**src/rtl/tone_gen_multi.sv**
```systemverilog
// Multi-channel square-wave tone generator: each channel plays an exact-duty
// square wave of a programmed half-period, either continuously or for N periods.
module tone_gen_multi #(
   parameter int NUM_CH = 2,
   parameter int DIV_W  = 16,
   parameter int CNT_W  = 16,
   parameter int CH_W   = 4
) (
   input  logic              clk,
   input  logic              resetn,
   input  logic              cfg_valid,
   output logic              cfg_ready,
   input  logic [CH_W-1:0]   cfg_ch,
   input  logic [DIV_W-1:0]  cfg_half,
   input  logic [CNT_W-1:0]  cfg_cycles,
   input  logic              mute,
   output logic [NUM_CH-1:0] spk,
   output logic [NUM_CH-1:0] busy,
   output logic [NUM_CH-1:0] done,
   output logic              cfg_err
);

   typedef enum logic {
      ST_IDLE = 1'b0,
      ST_RUN  = 1'b1
   } ch_state_e;

   ch_state_e         state_q  [NUM_CH];
   ch_state_e         state_d  [NUM_CH];
   logic [DIV_W-1:0]  half_q   [NUM_CH];
   logic [DIV_W-1:0]  half_d   [NUM_CH];
   logic [CNT_W-1:0]  target_q [NUM_CH];
   logic [CNT_W-1:0]  target_d [NUM_CH];
   logic [DIV_W-1:0]  cnt_q    [NUM_CH];
   logic [DIV_W-1:0]  cnt_d    [NUM_CH];
   logic [CNT_W-1:0]  per_q    [NUM_CH];
   logic [CNT_W-1:0]  per_d    [NUM_CH];

   logic [NUM_CH-1:0] lvl_q;
   logic [NUM_CH-1:0] lvl_d;
   logic [NUM_CH-1:0] spk_q;
   logic [NUM_CH-1:0] spk_d;
   logic [NUM_CH-1:0] busy_q;
   logic [NUM_CH-1:0] busy_d;
   logic [NUM_CH-1:0] done_q;
   logic [NUM_CH-1:0] done_d;
   logic              ready_q;
   logic              err_q;
   logic              err_d;

   logic              accept_s;
   logic              ch_ok_s;
   logic [NUM_CH-1:0] hit_s;

   // Extra bit keeps the range check meaningful even when NUM_CH == 2**CH_W.
   assign accept_s = cfg_valid & ready_q;
   assign ch_ok_s  = ({1'b0, cfg_ch} < (CH_W+1)'(NUM_CH));
   assign err_d    = accept_s & ~ch_ok_s;

   // Decode which channel an accepted command addresses.
   always_comb begin
      hit_s = '0;
      for (int i = 0; i < NUM_CH; i++) begin
         hit_s[i] = accept_s & ch_ok_s & (cfg_ch == CH_W'(i));
      end
   end

   // Per-channel next state: a command always overrides the running wave.
   always_comb begin
      lvl_d  = lvl_q;
      spk_d  = '0;
      busy_d = '0;
      done_d = '0;
      for (int i = 0; i < NUM_CH; i++) begin
         state_d[i]  = state_q[i];
         half_d[i]   = half_q[i];
         target_d[i] = target_q[i];
         cnt_d[i]    = cnt_q[i];
         per_d[i]    = per_q[i];

         if (hit_s[i]) begin
            cnt_d[i] = '0;
            per_d[i] = '0;
            lvl_d[i] = 1'b0;
            if (cfg_half != '0) begin
               state_d[i]  = ST_RUN;
               half_d[i]   = cfg_half;
               target_d[i] = cfg_cycles;
            end else begin
               state_d[i]  = ST_IDLE;
            end
         end else begin
            case (state_q[i])
               ST_RUN: begin
                  if (cnt_q[i] == half_q[i] - DIV_W'(1)) begin
                     cnt_d[i] = '0;
                     lvl_d[i] = ~lvl_q[i];
                     // A falling edge closes one full period.
                     if (lvl_q[i]) begin
                        per_d[i] = per_q[i] + CNT_W'(1);
                        if ((target_q[i] != '0) &&
                            (per_q[i] + CNT_W'(1) == target_q[i])) begin
                           state_d[i] = ST_IDLE;
                           lvl_d[i]   = 1'b0;
                           done_d[i]  = 1'b1;
                        end else begin
                           state_d[i] = ST_RUN;
                        end
                     end else begin
                        per_d[i] = per_q[i];
                     end
                  end else begin
                     cnt_d[i] = cnt_q[i] + DIV_W'(1);
                  end
               end
               ST_IDLE: begin
                  lvl_d[i] = 1'b0;
               end
               default: begin
                  state_d[i] = ST_IDLE;
                  lvl_d[i]   = 1'b0;
               end
            endcase
         end

         busy_d[i] = (state_d[i] == ST_RUN);
         spk_d[i]  = lvl_d[i] & ~mute;
      end
   end

   // State and output registers with synchronous active-low reset.
   always_ff @(posedge clk) begin
      if (!resetn) begin
         ready_q <= 1'b0;
         err_q   <= 1'b0;
         lvl_q   <= '0;
         spk_q   <= '0;
         busy_q  <= '0;
         done_q  <= '0;
         for (int i = 0; i < NUM_CH; i++) begin
            state_q[i]  <= ST_IDLE;
            half_q[i]   <= '0;
            target_q[i] <= '0;
            cnt_q[i]    <= '0;
            per_q[i]    <= '0;
         end
      end else begin
         ready_q  <= 1'b1;
         err_q    <= err_d;
         lvl_q    <= lvl_d;
         spk_q    <= spk_d;
         busy_q   <= busy_d;
         done_q   <= done_d;
         state_q  <= state_d;
         half_q   <= half_d;
         target_q <= target_d;
         cnt_q    <= cnt_d;
         per_q    <= per_d;
      end
   end

   assign cfg_ready = ready_q;
   assign cfg_err   = err_q;
   assign spk       = spk_q;
   assign busy      = busy_q;
   assign done      = done_q;

endmodule

```
**config.mk**
```make
export PLATFORM = sky130hd
export DESIGN_NAME = tone_gen_multi
export DESIGN_NICKNAME = d
export VERILOG_FILES = /design/src/rtl/tone_gen_multi.sv
export SDC_FILE = /design/constraint.sdc
export NUM_CORES = 1
export LEC_CHECK = 0
export ABC_AREA = 0
export CORE_MARGIN = 4
export CORE_UTILIZATION = 57
export DETAILED_ROUTE_END_ITERATION = 6
export PLACE_DENSITY = 0.73
export SLEW_MARGIN = 20
export SYNTH_ARGS = -nofsm -noshare
export SYNTH_HDL_FRONTEND = slang
export SYNTH_SLANG_ARGS = --single-unit
```
**constraint.sdc**
```tcl
create_clock -name clk -period 3.4 [get_ports clk]
set_clock_uncertainty 0.1 [all_clocks]
set_input_delay 0.34 -clock clk [delete_from_list [all_inputs] [get_ports clk]]
set_output_delay 0.34 -clock clk [all_outputs]
set_load 0.01 [all_outputs]
```
[Word level (Yosys, flattened, before mapping)]
Index checks and enable logic that the tools add are counted.
Storage, ports and cells
  register bits: 140
  input port bits: 40
  output and inout bits: 8
  word-level logic and storage cells: 85
Cells by class
  add/sub/neg operators: 6
  $lt $le $gt $ge: 1
  equal/unequal tests: 5
  mux-type cells: 26
  bitwise operators: 16
  reductions and logical operators: 14
Operators by type and width (count)
  adder 16 x 1 -> 16 bit, second input constant: 4
  equality test 16 bit: 4
  nonzero test 16 bit: 3
  two-way mux 16 bit: 2
  subtractor 16 x 1 -> 16 bit, second input constant: 2
  two-way mux 1 bit: 22
  OR reduction 5 bit: 2
  NOT 1 bit: 9
  bitwise AND 1 bit: 7
  AND reduction 3 bit: 2
  equality test 4 x 1 -> 1 bit, second input constant: 1
  logical NOT 4 bit: 1
  less-than comparator 4 x 2 -> 1 bit, second input constant: 1
  one-hot mux 1 bit (2 select lines): 2
  AND reduction 2 bit: 2
  OR reduction 2 bit: 2
  logical AND 1 bit: 2

[Longest topological paths before layout]
Gate-level depths: netlist of the first run.
  depth after elaboration: 9
  mapped depth: 11
  gate-level depth less buffers: 9

[Worst setup path before layout of the first run]
No wires, ideal clock.
  path type: register to register
  from: register half_q[16] in the netlist's numbering
  to: register per_q[31] in the netlist's numbering
  setup time: 118 ps
  arrival: 2637 ps
  data required time: 3182 ps
  path slack: 545 ps
  cell stages (with the launch flop): 11
  buffers on the path: 1
  period minus slack after synthesis: 2855 ps
  path through: dfxtp_1 > inv_1 > ha_1 > or4b_4 > buf_6 > a2111oi_4 > o32ai_1 > a21oi_4 > o211ai_4 > or4_1 > mux2i_1
On the way
  word-level cells in the longest chain between the ends: 3
Ends and longest elaborated chain
  start: declaration: RTL line 30  | logic [DIV_W-1:0] half_q [NUM_CH];
  start signal: assignment: RTL line 155  | half_q <= half_d;
  subtractor 16 x 1 -> 16 bit: RTL line 95  | if (cnt_q[i] == half_q[i] - DIV_W'(1)) begin
  equality test 16 bit: RTL line 95
  AND reduction 3 bit (no source line)
  end signal: assignment: RTL line 158  | per_q <= per_d;
  end: declaration: RTL line 36  | logic [CNT_W-1:0] per_q [NUM_CH];
No other way between the ends.
A chain may end at the register's enable or synchronous reset.

[Final worst setup path of the first run]
  from: register half_q[0] in the netlist's numbering
  to: register per_q[14] in the netlist's numbering
The elaborated chain is that of the path after synthesis.

==> summary.txt, run 1 <==
Synth-to-layout area growth -> 12.2%
Gr usage total -> 24.6%
CP Cell Sequence -> inv_1 -> ha_1 -> nor4b_2 -> a31oi_1 -> a32o_1 -> o21ai_1 -> and4bb_2 -> a21oi_1 -> a31o_2
First-pass GRT wire length -> 33.8 mm
Setup Buffers After CTS -> 0
CP max-delay cell -> and4bb_2
Critical path origin -> half_q[0]$_SDFFE_PN0P_
CTS tree -> built
ANT nets after route -> 0
Leakage -> 3.16 nW
Clk slew on worst S/H paths -> 0.06 ns
RSZ-0062 raised after global routing -> false
Hold/Removal Path Class -> in2reg
Worst skew pair latency -> 0.42 ns
FMAX -> 312 MHz
Cell Pwr Density -> 369 mW/mm²
Post-CTS resize count -> 0
Vias in the first global route -> 7057
Vias per cell -> 5.89
Slew @ Worst Pin -> 0.738 ns
Number of synthesized flops with an enable pin -> 0
Core Area -> 0.0141 mm²
Max VDD drop -> 0.346 mV
WS Path Type -> reg2reg
Remaining global-route overflow -> 0
Cell Rows -> 43
Cell variety after synth -> 72
Hold Crit Start -> resetn
CTS hold repair buffers -> 0
Post-route cell area -> 0.00937 mm²
Synth async-reset ratio -> 0%
Max Buffers Root-to-Sink -> 2
CTS Buf Count -> 17
Pre-CTS setup slack -> 0.0639 ns
Synth Register Bits -> 138
Period Utilization, post-route -> 94.2%
Status -> completed
Most frequent cells after synthesis -> nand2_1, dfxtp_1, xnor2_1
Final wirelength -> 19.8 mm
Post-synthesis cell area -> 0.00835 mm²
IO Pins -> 48
Ant. Diodes -> 0
Post-synthesis sequential area ratio -> 33.1%
DRT iter0 DRCs -> 575
Slowest Stage Delay on Critical Path -> 0.63 ns
Die width -> 129 µm
IO buf count -> 47
Layout cell share with drive strength beyond 1 -> 6.54%
R2r startpoint -> half_q[0]$_SDFFE_PN0P_
CP required -> 3.61 ns
Yosys top cell by area -> dfxtp_1
CTS Sinks -> 138
Die ar. -> 0.0167 mm²
Worst hold slack -> 0.323 ns
Max-slew headroom -> 50.3%
Nature of the critical path endpoint -> flip-flop
Crit start category -> flip-flop
Drt pass-1 iters -> 7
Number of remaining DRC errors -> 0
Root buffer cell -> clkbuf_16
Max_cap viols -> 0
Worst Path Max Fanout -> 21
Nets -> 1120
Main synth FF type -> dfxtp_1
Ys Warns -> 0
Syn Nets -> 1112
Initial antenna violation count -> 0
H-tree depth -> 4
Cell Count, Final, Fillers Out -> 1265
Yosys top cell area share -> 33.1%
Die height -> 129 µm
Vias -> 7453
Setup TNS -> 0 ns
Worst Path Arrival -> 3.42 ns
Dpl hpwl -> 14.4 mm
Top post-synthesis cells by area -> dfxtp_1, nand2_1, xnor2_1
Final worst slack -> 0.196 ns
Syn avg cell area -> 7.83 µm²
Crit path time final -> 3.20 ns
Final slew viol count -> 0
Largest net degree at the start of global routing -> 45
Initial core utilization -> 59.2%
Finished Core Util -> 66.5%
Setup Viol. Count Final -> 0
Most numerous cell in the Yosys netlist -> nand2_1
Hold Vio Cnt, Final -> 0
Post-route total power -> 3.46 mW
Placed instance area -> 0.00885 mm²
Cells after DPL -> 1235
Cells after Synth -> 1066
Wire length per cell -> 15.6 µm
Gpl congestion -> 0.932
[registers in the layout (all words and copies together) (netlist names)]
signal / flops
busy: 1
cfg_err: 1
cfg_ready: 1
cnt_q: 32
done: 2
half_q: 32
lvl_q: 2
per_q: 32
spk: 2
state_q: 1
target_q: 32
[path summary, 6_finish.rpt]
path | end | slack, ns | depth (start not counted)
max | per_q[14]$_SDFFE_PP0P_ | 0.20 | 9
min reg2reg | half_q[15]$_SDFFE_PN0P_ | 0.39 | 2
min | target_q[29]$_SDFFE_PN0P_ | 0.32 | 2
max reg2reg | per_q[14]$_SDFFE_PP0P_ | 0.20 | 9
[power breakdown]
group,switching (mW),leakage (nW),internal [mW]
Sequential,0.0104,1.11,1.63
Combinational,0.101,1.80,0.0945
Clock,0.649,0.251,0.978
Total,0.760,3.16,2.70
[layer usage]
metal | wire, µm | GRT usage, %
met5 | 0 | 0
met4 | 223 | 6.98
met3 | 954 | 4.70
met2 | 9250 | 40.3
met1 | 9330 | 33.3
[cell usage in the layout, fill, tap and decap left out, drive strengths merged, types with 4 or more instances in the layout]
| cell type | netlist | final |
|---|---|---|
| a31oi | 5 | 5 |
| or4 | 4 | 4 |
| o41ai | 4 | 4 |
| o211ai | 5 | 5 |
| and4 | 10 | 10 |
| nand2 | 207 | 207 |
| a31o | 10 | 10 |
| a211oi | 4 | 4 |
| nor2b | 4 | 4 |
| or3 | 7 | 7 |
| buf | 12 | 15 |
| or2 | 4 | 4 |
| a21oi | 26 | 26 |
| xnor2 | 67 | 67 |
| nand3 | 47 | 47 |
| clkdlybuf4s50 | 0 | 46 |
| nand4 | 33 | 33 |
| mux2i | 23 | 23 |
| xor2 | 47 | 47 |
| nor3 | 49 | 49 |
| ha | 6 | 6 |
| dfxtp | 138 | 138 |
| clkbuf | 60 | 27 |
| nor2 | 58 | 58 |
| and2 | 8 | 8 |
| nor4 | 31 | 31 |
| and3 | 23 | 23 |
| inv | 20 | 20 |
| o21ai | 16 | 16 |
| nand2b | 18 | 18 |
| nor3b | 4 | 4 |
| a21boi | 66 | 66 |
[area by class of cell]
type                            count  area [µm²]
Multi-Input combinational cell    836        5230
Fill cell                        1231        4720
Sequential cell                   138        2760
Timing Repair Buffer               61         571
Clock buffer                       27         493
Tap cell                          180         225
Inverter                           20        75.1
Clock inverter                      3        15.0
[kinds of logic (layout without fill, tap and decap cells)]
| kind of cell | count (synthesis) | after routing | synth area share (%) |
|---|---|---|---|
| AND/OR/NAND/NOR | 523 | 523 | 31.5 |
| AO/OA/AOI/OAI | 168 | 168 | 15.1 |
| flip-flops | 138 | 138 | 33.1 |
| XOR/XNOR | 114 | 114 | 12.0 |
| buffers and inverters | 92 | 111 | 4.48 |
| multiplexers | 25 | 25 | 3.03 |
| adder cells (fa/ha/maj) | 6 | 6 | 0.899 |
[worst max-delay path: cells and delay by family, from the launching register on]
family                     cells  cell delay (ns)
AOI/OAI and AO/OA              5             1.20
and+or+nand+nor                2             1.15
DFF                            1             0.36
adders and majority gates      1             0.21
buffers and inverters          1             0.08
Power figures use the tool's default switching activity.
==> inputs of run 2 (changes only) <==
--- a/config.mk
+++ b/config.mk
@@ -10,7 +10,7 @@
 export CORE_UTILIZATION = 57
 export DETAILED_ROUTE_END_ITERATION = 6
 export PLACE_DENSITY = 0.73
-export SLEW_MARGIN = 20
+export SLEW_MARGIN = 40
 export SYNTH_ARGS = -nofsm -noshare
 export SYNTH_HDL_FRONTEND = slang
 export SYNTH_SLANG_ARGS = --single-unit
==> results of run 2 <==
Same layout as run 1: the final DEF is identical, and so are final timing and power.
==> inputs of run 3 (changes only) <==
--- a/config.mk
+++ b/config.mk
@@ -9,6 +9,8 @@
 export CORE_MARGIN = 4
 export CORE_UTILIZATION = 57
 export DETAILED_ROUTE_END_ITERATION = 6
+export HOLD_SLACK_MARGIN = 0.1
+export MAX_ROUTING_LAYER = met4
 export PLACE_DENSITY = 0.73
 export SLEW_MARGIN = 40
 export SYNTH_ARGS = -nofsm -noshare
==> run 3 against run 2 <==
Effect of this change: global-route usage is 0.63 points higher; critical path depth stayed put; power increased by 4.5%; final cell count rose by 0.32%; sequential power hardly changed; die area is the same.
==> summary.txt, run 3 (synthesis gave the netlist of run 1 again) <==
Remaining global-route overflow -> 0 (unchanged)
Sequential cell area -> 0.00276 mm² (unchanged)
Initial antenna violation count -> 0 (unchanged)
Worst reg2reg path endpoint -> per_q[9]$_SDFFE_PP0P_
Die ar. -> 0.0167 mm² (unchanged)
IO Pins -> 48 (unchanged)
Max_cap viols -> 0 (unchanged)
Vias -> 7577 (+1.7%)
Hold/Removal Path Class -> in2reg
Area of the multi-input gates -> 0.00524 mm² (about the same)
Slowest Stage Delay on Critical Path -> 0.50 ns (-0.13 ns)
Core Area -> 0.0141 mm² (unchanged)
Setup TNS -> 0 ns (unchanged)
Worst Path Arrival -> 3.32 ns (-0.10 ns)
Drt pass-1 iters -> 5 (-2)
First-pass GRT wire length -> 33.5 mm (-0.94%)
WS Path Type -> reg2reg
Commonest non-fill, non-tap cell in the layout -> nand2_1
Die width -> 129 µm (unchanged)
CTS hold repair buffers -> 0 (unchanged)
Ant. Diodes -> 0 (unchanged)
FMAX -> 319 MHz (+2.3%)
Crit path time final -> 3.13 ns (-0.0710 ns)
DRT iter0 DRCs -> 633 (+10%)
H-tree depth -> 4 (unchanged)
Finished Core Util -> 67.1% (+0.57 points)
CP required -> 3.58 ns (-0.03 ns)
Gr usage total -> 25.3% (+0.63 points)
Worst Path Max Fanout -> 8 (-62%)
Clk slew on worst S/H paths -> 0.06 ns (about the same)
Gpl congestion -> 0.947 (+1.6%)
Critical path origin -> half_q[0]$_SDFFE_PN0P_
Max-slew headroom -> 49.2% (-1.1 points)
Worst skew pair latency -> 0.42 ns (about the same)
Vias in the first global route -> 7018 (-0.55%)
Dpl hpwl -> 14.5 mm (+0.90%)
Nets -> 1122 (+0.18%)
Worst path top cell family by delay -> compound AO/OA/AOI/OAI gates
Wire length per cell -> 15.9 µm (+1.7%)
R2r startpoint -> half_q[0]$_SDFFE_PN0P_
Number of remaining DRC errors -> 0 (unchanged)
Max VDD drop -> 0.371 mV (+7.4%)
Hold Vio Cnt, Final -> 0 (unchanged)
CTS Buf Count -> 17 (unchanged)
Slew @ Worst Pin -> 0.755 ns (+0.0162 ns)
WHS Endpoint -> cfg_ready$_DFF_P_
Register-to-Register Setup Slack -> 0.27 ns (+0.07 ns)
Cell Rows -> 43 (unchanged)
Max Buffers Root-to-Sink -> 2 (unchanged)
CP max-delay cell -> nor4b_2
Cell Pwr Density -> 382 mW/mm² (+3.6%)
Setup Viol. Count Final -> 0 (unchanged)
Hold Path Depth -> 1 (-1)
ANT nets after route -> 0 (unchanged)
Final wirelength -> 20.2 mm (+2.1%)
Die height -> 129 µm (unchanged)
Initial core utilization -> 59.2% (unchanged)
CTS Sinks -> 138 (unchanged)
Root buffer cell -> clkbuf_16
Nature of the critical path endpoint -> flip-flop
# fillers -> 1260 (+2.4%)
Status -> completed
Largest net degree at the start of global routing -> 35 (-22%)
Buf/Inv on CP -> 1 (unchanged)
Worst reg2reg path depth -> 9 (unchanged)
Period Utilization, post-route -> 92.2% (-2.1 points)
CTS tree -> built
Final slew viol count -> 0 (unchanged)
Hold Crit Start -> resetn
Synth-to-layout area growth -> 13.2%
Crit start category -> flip-flop
Leakage -> 3.21 nW (+1.5%)
Layout cell share with drive strength beyond 1 -> 7.25% (+0.71 points)
RSZ-0062 raised after global routing -> false
Vias per cell -> 5.97 (+1.3%)
Commonest cells after routing, fill and taps aside -> nand2_1, dfxtp_1, xnor2_1
IO buf count -> 47 (unchanged)
CP Cell Sequence -> inv_1 -> ha_1 -> nor4b_2 -> a31oi_1 -> a32o_1 -> o21ai_1 -> nand4bb_1 -> o41ai_1 -> a21oi_1
run 3: area by class of cell:
| class | instances | share of cell area, % |
|---|---|---|
| multi-input combinational | 836 | 55.4 |
| sequential | 138 | 29.2 |
| timing repair buffer | 63 | 6.19 |
| clock buffer | 25 | 5.35 |
| tap | 180 | 2.38 |
| inverter | 20 | 0.794 |
| clock inverter | 7 | 0.675 |
run 3: through the flow:
step / total power [mW] / instance area [µm²] / worst slack [ns] / instances / hold slack [ns]
after floorplan: 1.77 / 8350 / 0.545 / 1066 / 0.268
after global placement: 1.86 / 8860 / 0.149 / 1237 / 0.365
after detailed placement: 1.86 / 8860 / 0.0764 / 1237 / 0.373
after CTS: 3.63 / 9430 / 0.0798 / 1269 / 0.241
after global routing: 3.72 / 9450 / 0.0118 / 1269 / 0.273
final: 3.61 / 9450 / 0.267 / 1269 / 0.254
run 3: how the worst max path moves through the flow:
| stage | end | slack (ns) | cells after the start |
|---|---|---|---|
| after floorplan | per_q[31]$_SDFFE_PP0P_ | 0.54 | 10 |
| after global placement | cnt_q[31]$_SDFFE_PP0P_ | 0.15 | 9 |
| after detailed placement | cnt_q[20]$_SDFFE_PP0P_ | 0.08 | 9 |
| after CTS | cnt_q[29]$_SDFFE_PP0P_ | 0.08 | 9 |
| after global routing | per_q[13]$_SDFFE_PP0P_ | 0.01 | 9 |
| final | per_q[9]$_SDFFE_PP0P_ | 0.27 | 9 |
run 3: metal layers:
| layer | vias to the layer above | global-route usage [%] | part of all wire [%] |
|---|---|---|---|
| li1 | 3773 | - | - |
| met4 | 0 | 6.30 | 1.1 |
| met2 | 215 | 40.2 | 47 |
| met3 | 23 | 5.40 | 5.2 |
| met1 | 3566 | 32.9 | 46 |
| met5 | - | - | 0 |
run 3: repair_timing:
| action | CTS | global route |
|---|---|---|
| endpoints found under the hold margin | 0 | 0 |
| resized for setup | 0 | 2 |
| setup buffers | 0 | 0 |
| endpoints found under the setup margin | 0 | 22 |
run 3: worst reg2reg max path, delay by kind of cell (launching register included):
kind                     cells  cell delay [ns]
buffers and inverters        1             0.08
AND/OR/NAND/NOR              2             0.86
flip-flops                   1             0.36
AO/OA/AOI/OAI                5             1.40
adder cells (fa/ha/maj)      1             0.20
run 3: power breakdown:
group / total, mW / internal, mW / leakage, nW / switching, mW
Clock: 1.78 / 1.10 / 0.287 / 0.683
Combinational: 0.198 / 0.0954 / 1.81 / 0.103
Sequential: 1.64 / 1.62 / 1.11 / 0.0102
Total: 3.61 / 2.82 / 3.21 / 0.796
